--- src/rtl/stein_gcd_engine_if.sv ---
// rtl/stein_gcd_engine_if.sv - operand/result handshake bundle for the Stein GCD engine
//
// Purpose: groups the operand port, the result port and the abort control of
// stein_gcd_engine into one interface.
// Signals:
//   in_valid / in_ready / a / b            operand pair handshake
//   abort                                   synchronous cancel
//   out_valid / out_ready / gcd /
//   zero_flag / iter_cnt                    result handshake
// Modports:
//   master : the requester (drives operands, consumes results)
//   slave  : the engine
interface stein_gcd_engine_if #(
   parameter int WIDTH = 16,
   parameter int CNT_W = 8
);
   logic             in_valid;
   logic             in_ready;
   logic [WIDTH-1:0] a;
   logic [WIDTH-1:0] b;
   logic             abort;
   logic             out_valid;
   logic             out_ready;
   logic [WIDTH-1:0] gcd;
   logic             zero_flag;
   logic [CNT_W-1:0] iter_cnt;

   modport master (
      output in_valid, a, b, abort, out_ready,
      input  in_ready, out_valid, gcd, zero_flag, iter_cnt
   );

   modport slave (
      input  in_valid, a, b, abort, out_ready,
      output in_ready, out_valid, gcd, zero_flag, iter_cnt
   );
endinterface

--- src/rtl/stein_gcd_engine.sv ---
// rtl/stein_gcd_engine.sv - handshaked binary (Stein) GCD engine
//
// Purpose: computes gcd(a, b) of two unsigned WIDTH-bit operands with the
// binary GCD algorithm, one algorithm step per clock.
// Ports:
//   clk    rising-edge clock
//   rst_n  asynchronous active-low reset
//   bus    stein_gcd_engine_if.slave:
//            in_valid/in_ready/a/b   operand pair (in_ready high only in IDLE)
//            abort                   synchronous cancel in ITER or DONE
//            out_valid/out_ready     result handshake, result held until taken
//            gcd, zero_flag, iter_cnt registered result fields
module stein_gcd_engine #(
   parameter int WIDTH = 16,
   parameter int CNT_W = 8
) (
   input  logic                 clk,
   input  logic                 rst_n,
   stein_gcd_engine_if.slave    bus
);

   localparam int KW = $clog2(WIDTH) + 1;

   typedef enum logic [1:0] {
      S_IDLE = 2'd0,
      S_ITER = 2'd1,
      S_DONE = 2'd2
   } state_t;

   state_t           state_q;
   state_t           state_d;

   logic [WIDTH-1:0] ua;
   logic [WIDTH-1:0] ub;
   logic [KW-1:0]    k;
   logic [WIDTH-1:0] gcd_q;
   logic             zero_q;
   logic [CNT_W-1:0] cnt_q;

   logic             xfer;
   logic             op_zero;
   logic             ua_even;
   logic             ub_even;

   // abort in IDLE wins over a pending operand pair
   assign xfer    = bus.in_valid && (state_q == S_IDLE) && !bus.abort;
   assign op_zero = (bus.a == '0) || (bus.b == '0);
   assign ua_even = ~ua[0];
   assign ub_even = ~ub[0];

   always_ff @(posedge clk or negedge rst_n) begin
      if (!rst_n) begin
         state_q <= S_IDLE;
      end else begin
         state_q <= state_d;
      end
   end

   always_comb begin
      state_d = state_q;
      case (state_q)
         S_IDLE: begin
            if (xfer) begin
               state_d = op_zero ? S_DONE : S_ITER;
            end
         end
         S_ITER: begin
            if (bus.abort) begin
               state_d = S_IDLE;
            end else if (ua == ub) begin
               state_d = S_DONE;
            end
         end
         S_DONE: begin
            if (bus.abort || bus.out_ready) begin
               state_d = S_IDLE;
            end
         end
         default: state_d = S_IDLE;
      endcase
   end

   // Datapath. The iteration counter doubles as the iter_cnt output: it is
   // cleared on transfer and frozen outside ITER, so it reads back the count
   // of the last completed (or aborted) operation.
   always_ff @(posedge clk or negedge rst_n) begin
      if (!rst_n) begin
         ua     <= '0;
         ub     <= '0;
         k      <= '0;
         gcd_q  <= '0;
         zero_q <= 1'b0;
         cnt_q  <= '0;
      end else begin
         case (state_q)
            S_IDLE: begin
               if (xfer) begin
                  ua    <= bus.a;
                  ub    <= bus.b;
                  k     <= '0;
                  cnt_q <= '0;
                  if (op_zero) begin
                     gcd_q  <= bus.a | bus.b;
                     zero_q <= (bus.a == '0) && (bus.b == '0);
                  end
               end
            end
            S_ITER: begin
               if (!bus.abort) begin
                  if (cnt_q != '1) begin
                     cnt_q <= cnt_q + CNT_W'(1);
                  end
                  if (ua == ub) begin
                     // gcd <= min(a, b), so the shift back cannot overflow
                     gcd_q  <= ua << k;
                     zero_q <= 1'b0;
                  end else if (ua_even && ub_even) begin
                     ua <= ua >> 1;
                     ub <= ub >> 1;
                     k  <= k + KW'(1);
                  end else if (ua_even) begin
                     ua <= ua >> 1;
                  end else if (ub_even) begin
                     ub <= ub >> 1;
                  end else if (ua > ub) begin
                     // difference of two odd values is even; halve it at once
                     ua <= (ua - ub) >> 1;
                  end else begin
                     ub <= (ub - ua) >> 1;
                  end
               end
            end
            default: begin
            end
         endcase
      end
   end

   assign bus.in_ready  = (state_q == S_IDLE);
   assign bus.out_valid = (state_q == S_DONE);
   assign bus.gcd       = gcd_q;
   assign bus.zero_flag = zero_q;
   assign bus.iter_cnt  = cnt_q;

endmodule

--- src/flat_wrapper.sv ---
// flat-port wrapper written by rule: the top's interface ports become plain ports
module stein_gcd_engine_flat 
#(
   parameter int WIDTH = 16,
   parameter int CNT_W = 8
)
  (clk, rst_n, bus_in_valid, bus_a, bus_b, bus_abort, bus_out_ready, bus_in_ready, bus_out_valid, bus_gcd, bus_zero_flag, bus_iter_cnt);
  stein_gcd_engine_if #(.WIDTH(WIDTH), .CNT_W(CNT_W)) bus_i ();
  input  logic clk;
  input  logic rst_n;
  input wire logic [$bits(bus_i.in_valid)-1:0] bus_in_valid;
  input wire logic [$bits(bus_i.a)-1:0] bus_a;
  input wire logic [$bits(bus_i.b)-1:0] bus_b;
  input wire logic [$bits(bus_i.abort)-1:0] bus_abort;
  input wire logic [$bits(bus_i.out_ready)-1:0] bus_out_ready;
  output wire logic [$bits(bus_i.in_ready)-1:0] bus_in_ready;
  output wire logic [$bits(bus_i.out_valid)-1:0] bus_out_valid;
  output wire logic [$bits(bus_i.gcd)-1:0] bus_gcd;
  output wire logic [$bits(bus_i.zero_flag)-1:0] bus_zero_flag;
  output wire logic [$bits(bus_i.iter_cnt)-1:0] bus_iter_cnt;
  assign bus_i.in_valid = bus_in_valid;
  assign bus_i.a = bus_a;
  assign bus_i.b = bus_b;
  assign bus_i.abort = bus_abort;
  assign bus_i.out_ready = bus_out_ready;
  assign bus_in_ready = bus_i.in_ready;
  assign bus_out_valid = bus_i.out_valid;
  assign bus_gcd = bus_i.gcd;
  assign bus_zero_flag = bus_i.zero_flag;
  assign bus_iter_cnt = bus_i.iter_cnt;
  stein_gcd_engine #(.WIDTH(WIDTH), .CNT_W(CNT_W)) u_core (.clk(clk), .rst_n(rst_n), .bus(bus_i));
endmodule
--- config.mk ---
export PLATFORM = sky130hd
export DESIGN_NAME = stein_gcd_engine_flat
export DESIGN_NICKNAME = d
export VERILOG_FILES = /design/src/rtl/stein_gcd_engine_if.sv /design/src/rtl/stein_gcd_engine.sv /design/src/flat_wrapper.sv
export SDC_FILE = /design/constraint.sdc
export NUM_CORES = 1
export LEC_CHECK = 0
export BUFFER_PORTS_ARGS = -buffer_cell sky130_fd_sc_hd__buf_2
export CORE_MARGIN = 2
export CORE_UTILIZATION = 40
export DETAILED_ROUTE_END_ITERATION = 10
export PLACE_DENSITY = 0.69
export SYNTH_ARGS = -nofsm -noshare
export SYNTH_HDL_FRONTEND = slang
export SYNTH_SLANG_ARGS = --single-unit
--- constraint.sdc ---
create_clock -name clk -period 4.38 [get_ports clk]
set_input_delay 0.876 -clock clk [delete_from_list [all_inputs] [get_ports clk]]
set_output_delay 0.876 -clock clk [all_outputs]
set_load 0.01 [all_outputs]
Word level (Yosys, flattened, before mapping)
Cells that the tools add are included.
{"block": "op_classes", "multipliers": 0, "n_bitwise": 3, "eq_ne": 17, "n_shift": 1, "n_reduce_logical": 19, "addsub": 4, "n_mux": 41, "n_div": 0, "n_lt_le_gt_ge": 1}
{"operator": "$mux W16", "count": 18}
{"operator": "$pmux W16 S2", "count": 3}
{"operator": "$logic_not A16 Y1", "count": 2}
{"operator": "$sub A16 B16 Y16", "count": 2}
{"operator": "$mux W8", "count": 3}
{"operator": "$mux W5", "count": 4}
{"operator": "$eq A16 B16 Y1", "count": 1}
{"operator": "$gt A16 B16 Y1", "count": 1}
{"operator": "$or A16 B16 Y16", "count": 1}
{"operator": "$pmux W8 S2", "count": 1}
{"operator": "$shl A16 B5 Y16", "count": 1}
{"operator": "$reduce_and A5 Y1", "count": 3}
{"operator": "$ne A2 B1 Y1 const B", "count": 6}
{"operator": "$ne A4 B4 Y1 const B", "count": 3}
{"operator": "$reduce_and A6 Y1", "count": 2}
{"operator": "$mux W2", "count": 5}
{"operator": "$pmux W5 S2", "count": 1}
{"operator": "$add A8 B1 Y8 const B", "count": 1}
{"operator": "$ne A8 B8 Y1 const B", "count": 1}
{"operator": "$reduce_and A4 Y1", "count": 2}
{"operator": "$pmux W2 S3", "count": 1}
{"operator": "$add A5 B1 Y5 const B", "count": 1}
{"operator": "$logic_and A1 B1 Y1", "count": 4}
{"operator": "$mux W1", "count": 4}
{"operator": "other kinds (12)", "count": 15}
{"block": "totals", "ff_bits": 64, "mem_count": 0, "input_bits": 37, "latch_bits": 0, "wordCells": 95, "romBits": 0, "mem_bits_rw": 0}

Depth between registers and ports, before layout
{"block": "logic_depth", "ltp_word": 8, "ltp_mapped": 12, "depth_no_buf": 10}

Worst setup path after synthesis
OpenSTA, ideal clock, no wires.
{"block": "synth_timing", "kind": "reg-to-reg", "startpoint": "reg u_core.ua[0]", "endpoint": "reg u_core.ua[5]", "stages_incl_launch_ff": 11, "slack_ns": 1.625, "arrival_time_ns": 2.677, "synth_period_minus_slack_ns": 2.755, "cell_sequence": "dfrtp_1 inv_1 ha_1 fa_1 nor2b_1 o31a_1 o31a_1 o31ai_2 nor3_1 a222oi_1 a21oi_1"}
{"block": "synth_via", "elab_chain_len": 8}
{"item": "from (decl)", "line": "stein_gcd_engine.sv:33", "rtl": "logic [WIDTH-1:0] ua;"}
{"item": "from (signal assigned)", "line": "stein_gcd_engine.sv:98", "rtl": "ua <= bus.a;"}
{"item": "from (signal assigned)", "line": "stein_gcd_engine.sv:118", "rtl": "ua <= ua >> 1;"}
{"item": "from (signal assigned)", "line": "stein_gcd_engine.sv:122", "rtl": "ua <= ua >> 1;"}
{"item": "$sub A16 B16 Y16", "line": "stein_gcd_engine.sv:127", "rtl": "ua <= (ua - ub) >> 1;"}
{"item": "$mux W16", "line": "stein_gcd_engine.sv:125", "rtl": "end else if (ua > ub) begin"}
{"item": "$mux W16", "line": "stein_gcd_engine.sv:123", "rtl": "end else if (ub_even) begin"}
{"item": "$mux W16", "line": "stein_gcd_engine.sv:121", "rtl": "end else if (ua_even) begin"}
{"item": "$mux W16", "line": "stein_gcd_engine.sv:117", "rtl": "end else if (ua_even && ub_even) begin"}
{"item": "$mux W16", "line": "stein_gcd_engine.sv:113", "rtl": "if (ua == ub) begin"}
{"item": "$mux W16", "line": "stein_gcd_engine.sv:109", "rtl": "if (!bus.abort) begin"}
{"item": "$pmux W16 S2", "line": "stein_gcd_engine.sv:95", "rtl": "case (state_q)"}
Several ways; a longest one is shown, not always the timed one. The select of a mux whose other input is x is not followed.
A chain may end at the register's enable or synchronous reset.

Worst setup path in the final report
{"block": "layout_timing", "startpoint": "reg u_core.ua[0]", "endpoint": "reg u_core.ua[12]"}
The elaborated chain is that of the path after synthesis.

==> results.md <==
- N_diodes: 0
- Flops & latches, synth: 64
- Via density: 6.15
- Delay-heaviest family, CP: compound AO/OA/AOI/OAI gates
- Sequential share of the synthesized area: 0.283
- Worst-Skew Late Latency: 0.34 ns
- Layout Nets: 804
- Post-CTS Setup Bufs: 0
- CTS clk-pin slew, worst paths: 0.06 ns
- Initial antenna violation count: 0
- Number of endpoints failing setup at the final stage: 0
- Area delta synth->final: 13.6%
- Number of distinct library cells after synthesis: 73
- Placer Congestion: 0.951
- CTS root buffer: clkbuf_16
- CP max stage cell: o31a_1
- Syn_area_per_cell: 8.11 um2
- Placed cell area: 6070 um2
- Final Cell Area: 6420 um2
- Largest net degree at the start of global routing: 53
- Max_slew headroom: 0.290
- Fin crit period: 3.61 ns
- Starting Density: 0.409
- First DRT Iteration DRCs: 607
- Clock tree from TritonCTS: yes
- Die Area: 15100 um2
- Status: finished, final reports clean
- Crit. End Element: flop
- Max Clock Skew: 0.00539 ns
- Final Hold Fails: 0
- Vias in the first global route: 5096
- Setup crit start: u_core.ua[0]$_DFFE_PN0P_
- H-tree depth: 3
- CP startpoint kind: flop
- Die Wd: 123 um
- Post-synth EDFFs: 0
- Crit Path Class: reg2reg
- Drt total wl: 18.0 mm
- Mapped cell area: 5650 um2
- Fillers: 1338
- Most frequent cells in the layout: nor2_1 (66), dfrtp_1 (64), buf_2 (63)
- Fmax: 277 MHz
- Clk sinks: 64
- Final ANT Viol Nets: 0
- FF-to-FF Start: u_core.ua[0]$_DFFE_PN0P_
- Max VDD drop: 0.260 mV
- First-pass GRT wire length: 27.4 mm
- Static leakage: 2.74 nW
- Commonest non-fill, non-tap cell in the layout: nor2_1
- Worst Reg-to-Reg Cells: 10
- First drt pass iteration count: 5
- Final period util: 0.824
- CP Depth: 10
- RSZ-0062 raised after global routing: no
- DR WL/cell: 19.6 um
- Synth warnings: 0
- Most frequent CP cell: o31a_1
- Via count: 5630
- Syn Inst Count: 697
- WP data arrival: 3.87 ns
- Min-delay src: u_core.bus.gcd[9]$_DFFE_PN0P_
- Syn Nets: 770
- Dpl hpwl: 13.5 mm
- Crit path cell chain: inv_1, ha_1, fa_1, nor2b_1, o31a_1, o31a_1, o31a_1, o31a_1, mux2_4, a31oi_1
- CP max stage delay: 0.57 ns
- Crit-path max FO: 13
- Top Ports: 64
- # rows: 43
- Clock Path Buffers: 2
- Chip height: 123 um
- Fin Setup TNS: 0 ns
- Post-synth ARST share: 1.00
- Grt total ovfl: 0
- Worst slew pin tran: 1.07 ns
- HP Class: reg2reg
- DRC viols: 0
- Area of the core: 13800 um2
- WP buf/inv: 1
- P per Cell Area: 822 nW/um2
- Total CTS buffers: 9
- Max Slew Vio Count: 0
- Layout cells sized above 1: 0.149
- I/O Buffers: 63
- CP required: 4.65 ns
- Max Cap Violations: 0
- Hold Path Depth: 1
- All-Layer GR Usage: 0.236
- CTS Hold Bufs: 0
- PostCTS Resize Cnt: 0
- Synth Flop Type: dfrtp_1
## final timing paths
check,slack [ns],endpoint
max in group asynchronous,2.83,u_core.ub[7]$_DFFE_PN0P_
hold / removal,0.48,u_core.bus.gcd[9]$_DFFE_PN0P_
setup / recovery,0.77,u_core.ua[12]$_DFFE_PN0P_
setup reg to reg,0.77,u_core.ua[12]$_DFFE_PN0P_
min in group asynchronous,0.65,u_core.bus.iter_cnt[4]$_DFFE_PN0P_
hold reg to reg,0.48,u_core.bus.gcd[9]$_DFFE_PN0P_
## area by class of cell
type / count / area [um2] / share of cell area
clock buffer: 10 / 239 / 0.0372
clock inverter: 6 / 115 / 0.0179
inverter: 38 / 143 / 0.0222
multi-input combinational: 546 / 3710 / 0.578
sequential: 64 / 1600 / 0.249
tap: 180 / 225 / 0.0351
timing repair buffer: 72 / 383 / 0.0596
## state kept, by name (all words and copies together) (netlist names)
name and flops:
u_core.bus.iter_cnt 8, u_core.state_q 2, u_core.k 5, u_core.bus.zero_flag 1, u_core.ua 16, u_core.ub 16, u_core.bus.gcd 16
## synth_stat cells (16+ instances only)
cell | instances | area share
nand3_1 | 17 | 0.015
dfrtp_1 | 64 | 0.28
mux2i_1 | 17 | 0.030
nor2_1 | 66 | 0.044
ha_1 | 34 | 0.075
inv_1 | 38 | 0.025
a21oi_1 | 45 | 0.040
a221oi_1 | 17 | 0.026
clkbuf_1 | 30 | 0.020
o21ai_0 | 50 | 0.044
nand2_1 | 52 | 0.035
nor3_1 | 20 | 0.018
xnor2_1 | 19 | 0.029
o21a_1 | 16 | 0.021
## per-layer routing
layer	vias to the layer above	global-route usage	share of wire
li1	2642	-	-
met1	2673	0.313	0.43
met2	277	0.381	0.46
met3	38	0.0376	0.072
met4	0	0.0963	0.031
met5	-	0	0
## cell families (layout without fill, tap and decap cells)
logic type	count (synthesis)	after routing	synth area share
AO/OA/AOI/OAI	235	235	0.280
AND/OR/NAND/NOR	222	222	0.190
flip-flops	64	64	0.283
adder cells (fa/ha/maj)	36	36	0.0824
XOR/XNOR	27	27	0.0418
multiplexers	26	26	0.0587
buffers and inverters	87	126	0.0644
## worst reg2reg max path: cells and delay by family, from the launching register on
kind	cells	cell delay (ns)
simple gates	1	0.16
flops	1	0.46
mux	1	0.34
fa+ha+maj	2	0.71
compound gates	5	1.69
buf+inv	1	0.18
## through the flow
step	instances	hold WS (ns)	total power [mW]	util	worst slack, ns
after global placement	900	0.469	4.32	0.439	0.925
after CTS	916	0.487	5.20	0.464	0.828
after floorplan	697	0.461	3.54	-	1.62
after detailed placement	900	0.474	4.31	0.439	0.820
after global routing	916	0.506	5.61	0.464	0.553
final	916	0.480	5.28	0.464	0.772
## where the power goes
part	leakage [nW]	total [mW]	switching, mW	internal (mW)
sequential	0.784	0.985	0.233	0.752
clock	0.169	0.866	0.291	0.574
combinational	1.79	3.43	2.12	1.31
total	2.74	5.28	2.64	2.64
Note: power is estimated with default switching activity, not from simulation.
